## src/rtl/axi_rchan_mux_2x1.sv

```systemverilog
// Merges two slave AXI R channels onto one master R channel. Arbitration is
// round-robin per burst, and the master side goes through a one-entry register slice.
module axi_rchan_mux_2x1 #(
  parameter int unsigned DATA_W = 32,
  parameter int unsigned ID_W   = 4
) (
  input  logic              ACLK,
  input  logic              ARESETN,
  input  logic [DATA_W-1:0] S0_RDATA,
  input  logic [1:0]        S0_RRESP,
  input  logic [ID_W-1:0]   S0_RID,
  input  logic              S0_RLAST,
  input  logic              S0_RVALID,
  output logic              S0_RREADY,
  input  logic [DATA_W-1:0] S1_RDATA,
  input  logic [1:0]        S1_RRESP,
  input  logic [ID_W-1:0]   S1_RID,
  input  logic              S1_RLAST,
  input  logic              S1_RVALID,
  output logic              S1_RREADY,
  output logic [DATA_W-1:0] M_RDATA,
  output logic [1:0]        M_RRESP,
  output logic [ID_W-1:0]   M_RID,
  output logic              M_RLAST,
  output logic              M_RVALID,
  input  logic              M_RREADY,
  output logic              M_RSRC
);

  localparam logic [1:0] IDLE = 2'd0;
  localparam logic [1:0] GNT0 = 2'd1;
  localparam logic [1:0] GNT1 = 2'd2;

  typedef struct packed {
    logic [DATA_W-1:0] data;
    logic [1:0]        resp;
    logic [ID_W-1:0]   id;
    logic              last;
  } rbeat_t;

  logic [1:0] state, state_nxt;
  logic       last_gnt, last_gnt_nxt;
  logic       slot_free;
  logic       accept;
  logic       accept_src;
  rbeat_t     s0_beat, s1_beat, sel_beat;

  assign s0_beat   = {S0_RDATA, S0_RRESP, S0_RID, S0_RLAST};
  assign s1_beat   = {S1_RDATA, S1_RRESP, S1_RID, S1_RLAST};
  assign sel_beat  = accept_src ? s1_beat : s0_beat;
  // Slice can take a beat when empty or when its current beat drains this cycle.
  assign slot_free = !M_RVALID || M_RREADY;

  // Grant register: the owner keeps the channel until its RLAST beat is taken
  always_ff @(posedge ACLK) begin
    if (!ARESETN) begin
      state    <= IDLE;
      last_gnt <= 1'b1;
    end else begin
      state    <= state_nxt;
      last_gnt <= last_gnt_nxt;
    end
  end

  // Next-state, slave ready and beat-accept decode
  always_comb begin
    state_nxt    = state;
    last_gnt_nxt = last_gnt;
    S0_RREADY    = 1'b0;
    S1_RREADY    = 1'b0;
    accept       = 1'b0;
    accept_src   = 1'b0;
    case (state)
      IDLE: begin
        if (S0_RVALID && (!S1_RVALID || last_gnt)) begin
          state_nxt    = GNT0;
          last_gnt_nxt = 1'b0;
        end else if (S1_RVALID) begin
          state_nxt    = GNT1;
          last_gnt_nxt = 1'b1;
        end
      end
      GNT0: begin
        S0_RREADY = slot_free;
        if (S0_RVALID && slot_free) begin
          accept = 1'b1;
          if (S0_RLAST) state_nxt = IDLE;
        end
      end
      GNT1: begin
        S1_RREADY  = slot_free;
        accept_src = 1'b1;
        if (S1_RVALID && slot_free) begin
          accept = 1'b1;
          if (S1_RLAST) state_nxt = IDLE;
        end
      end
      default: state_nxt = IDLE;
    endcase
  end

  // Output register slice
  always_ff @(posedge ACLK) begin
    if (!ARESETN) begin
      M_RVALID <= 1'b0;
      M_RLAST  <= 1'b0;
      M_RDATA  <= '0;
      M_RRESP  <= '0;
      M_RID    <= '0;
      M_RSRC   <= 1'b0;
    end else if (accept) begin
      M_RVALID <= 1'b1;
      M_RLAST  <= sel_beat.last;
      M_RDATA  <= sel_beat.data;
      M_RRESP  <= sel_beat.resp;
      M_RID    <= sel_beat.id;
      M_RSRC   <= accept_src;
    end else if (M_RREADY) begin
      M_RVALID <= 1'b0;
    end
  end

endmodule

```

## config.mk

```make
export PLATFORM = sky130hd
export DESIGN_NAME = axi_rchan_mux_2x1
export DESIGN_NICKNAME = d
export VERILOG_FILES = /design/src/rtl/axi_rchan_mux_2x1.sv
export SDC_FILE = /design/constraint.sdc
export NUM_CORES = 1
export LEC_CHECK = 0
export CORE_MARGIN = 8
export CORE_UTILIZATION = 53
export CTS_BUF_LIST = sky130_fd_sc_hd__clkbuf_4 sky130_fd_sc_hd__clkbuf_8
export DETAILED_ROUTE_END_ITERATION = 16
export DONT_BUFFER_PORTS = 1
export GPL_TIMING_DRIVEN = 0
export PLACE_DENSITY = 0.71
export SLEW_MARGIN = 10
export SYNTH_ARGS = -nofsm -noshare
export SYNTH_HDL_FRONTEND = slang
export SYNTH_SLANG_ARGS = --single-unit
```

## constraint.sdc

```tcl
create_clock -name ACLK -period 2.85 [get_ports ACLK]
set_input_delay 0.57 -clock ACLK [delete_from_list [all_inputs] [get_ports ACLK]]
set_output_delay 0.57 -clock ACLK [all_outputs]
set_load 0.01 [all_outputs]
```

==> results by group <==
Yosys
  • Register area share after synthesis: 41.0%
  • Mapped cell area: 2150 µm²
  • Mux cell area share after synthesis: 19.1%
  • XOR/XNOR Fraction of Synth Area: 0%
  • Seq cells post-synth: 44
  • Mapped Nets: 296
  • Synth area leaders: dfxtp_1, mux2i_1, o211a_1
  • Syn avg cell area: 10.2 µm²
  • Main combinational cell family by area after synthesis: compound AO/OA/AOI/OAI gates
  • Post-synthesis cell type count: 21
  • Post-synthesis instance total: 210
  • Post-Synth Adder-Cell Area: 1.75%
  • Post-synthesis simple-gate area fraction: 11.0%
  • Area leader, netlist: dfxtp_1
  • Synth warn: 0
  • Synth Area in Compound Gates: 20.1%
  • Yosys top cell area share: 41.0%

Clock network
  • Cts hold-fix bufs: 0
  • Clock sink count: 44
  • Postcts setup bufs: 0
  • Worst skew pair latency: 0.29 ns
  • Resized Gates After CTS: 0
  • Clk pin slew, worst setup/hold paths: 0.07 ns
  • H-tree depth: 2
  • Worst-case clock buffer depth: 2
  • Clock root cell: clkbuf_8
  • Cts bufs inserted: 5
  • TritonCTS clock tree: built

Timing
  • Skew final: 0.00682 ns
  • Endpoints failing hold: 0
  • Number of setup violations in the final report: 0
  • Crit share post-route: 74.9%
  • TNS Setup: 0 ns
  • Slew headroom: 68.7%
  • Min Tclk post-route: 2.14 ns
  • Hold_ws: 0.443 ns
  • Fin. max-slew vios: 0
  • Worst Tran Pin Value: 0.470 ns
  • FMAX: 468 MHz
  • RSZ-0062 raised after global routing: no

Critical path
  • Most common cell on crit path: buf_2
  • Max incr delay on CP: 0.33 ns
  • Startpoint types: flop
  • Critical path class: flop to output port
  • Crit. End Element: output port
  • Worst Path Arrival: 1.57 ns
  • Slowest cell on the critical path: dfxtp_1
  • R2R Setup Slk: 1.04 ns
  • Worst Path Required: 2.28 ns
  • Crit Path Max Fanout: 10
  • CP Cell Sequence: inv_1 -> ha_1 -> buf_2 -> buf_2 -> and2_1

Global route
  • GR Overflow Total: 0
  • Pin count of the biggest net entering global routing: 14
  • Vias in the first global route: 1665
  • First-pass GRT wire length: 8250 µm
  • Initial antenna violation count: 0
  • Total Routing Usage GR: 16.1%

Final layout
  • Area Growth Syn to Fin: 7.22%
  • Utilization of the core after routing: 58.5%
  • Final #Nets: 303
  • Share of post-route cells with drive strength above 1: 10.1%
  • Number of diodes: 0
  • Most frequent cells in the layout: dfxtp_1, nand2_1, mux2i_1
  • Fill count: 348

Floorplan
  • Total I/O pin count: 126
  • Core area: 3940 µm²
  • Initial core utilization: 54.5%
  • Row count: 23
  • Die Width: 79.7 µm
  • Die ar.: 6350 µm²
  • Die Ht: 79.7 µm

Flow run
  • Max Cap Viol: 0

Route
  • Detail Route Antenna Nets: 0
  • Final wirelength: 5310 µm
  • DRC Markers: 0
  • Drt pass-1 iters: 4
  • Initial drt markers: 57
  • Vias: 1581
  • DR vias/cell: 5.90
  • Routed len/inst: 19.8 µm

Power
  • Net Switching: 0.473 mW
  • Sequential share of power: 49.3%
  • Max rail drop VDD: 0.000398 V
  • Int Power: 1.07 mW
  • Pwr Density: 671 nW/µm²
  • Combinational Power Share: 25.4%
  • Clock share of power: 25.2%
  • Switching Share: 30.6%
  • P_leak: 1.29 nW

Place
  • GPL Wtd Cong: 0.756
  • Detailed Place HPWL: 4140 µm
  • IO Port Bufs: 0

Run status
  • Run status: finished clean

Hold path
  • Worst hold path class: input port to flop
==> final timing paths <==
check / start / end / cells after the start
hold / removal: S0_RVALID / state[0]$_SDFFE_PN0P_ / 2
setup reg to reg: state[0]$_SDFFE_PN0P_ / M_RID[0]$_SDFFE_PN0P_ / 8
setup / recovery: state[0]$_SDFFE_PN0P_ / S1_RREADY / 5
hold reg to reg: state[0]$_SDFFE_PN0P_ / state[0]$_SDFFE_PN0P_ / 2
==> cell families (layout without fill, tap and decap cells) <==
kind of cell               count (synthesis)  after routing
and+or+nand+nor                           56             56
AOI/OAI and AO/OA                         45             45
DFF                                       44             44
muxes                                     41             41
buffers and inverters                     21             29
adders and majority gates                  3              3
==> metrics by stage <==
step	setup WS (ns)	cell area, µm²	power [mW]	instances
3_3_place_gp	1.05	2210	1.15	260
3_5_place_dp	1.02	2210	1.18	260
6_report	0.714	2300	1.55	268
5_1_grt	0.575	2300	1.64	268
2_1_floorplan	1.19	2150	1.10	210
4_1_cts	0.682	2300	1.57	268
==> power groups by stage <==
stage                     combinational [mW]  clock, mW  sequential, mW
final                                  0.393      0.390           0.763
after global routing                   0.433      0.437           0.775
after CTS                              0.398      0.406           0.766
after detailed placement               0.395          0           0.780
after global placement                 0.378          0           0.777
after floorplan                        0.335          0           0.761
==> flip-flops by register name, indices dropped and copies added, names as in the netlist <==
register  count
M_RDATA      32
M_RID         4
M_RRESP       2
state         2
M_RLAST       1
M_RSRC        1
M_RVALID      1
last_gnt      1
==> critical path, delay by kind of cell, from the launching register on <==
family | cells | cell delay [ns]
and+or+nand+nor | 1 | 0.23
buffers and inverters | 3 | 0.58
DFF | 1 | 0.33
adders and majority gates | 1 | 0.15
==> synth_stat cells <==
cell and number:
nor3b_1 1, nand2b_1 2, mux2i_1 41, a22o_1 1
nand4_1 1, dfxtp_1 44, buf_2 5, a221o_1 1
o21ai_0 1, ha_1 3, inv_1 2, a21oi_1 1
a21boi_0 1, and3_1 2, buf_6 9, nand2_1 44
o21ai_1 1, clkbuf_1 5, and2_1 2, nand3_1 4
o211a_1 39
==> layout make-up <==
class / count / area [µm²] / area share [%]
Sequential cell: 44 / 881 / 38.2
Buffer: 19 / 145 / 6.30
Clock inverter: 2 / 10.0 / 0.434
Multi-Input combinational cell: 145 / 1120 / 48.4
Inverter: 2 / 7.51 / 0.326
Tap cell: 50 / 62.6 / 2.71
Clock buffer: 6 / 82.6 / 3.58
==> routing by layer <==
metal / vias up / global-route usage (%) / routed length, µm
li1: 762 / - / -
met1: 740 / 16.3 / 2000
met2: 74 / 27.3 / 2590
met3: 5 / 9.35 / 671
met4: 0 / 5.00 / 43
met5: - / 0 / 0
(Power assumes the default switching activity.)
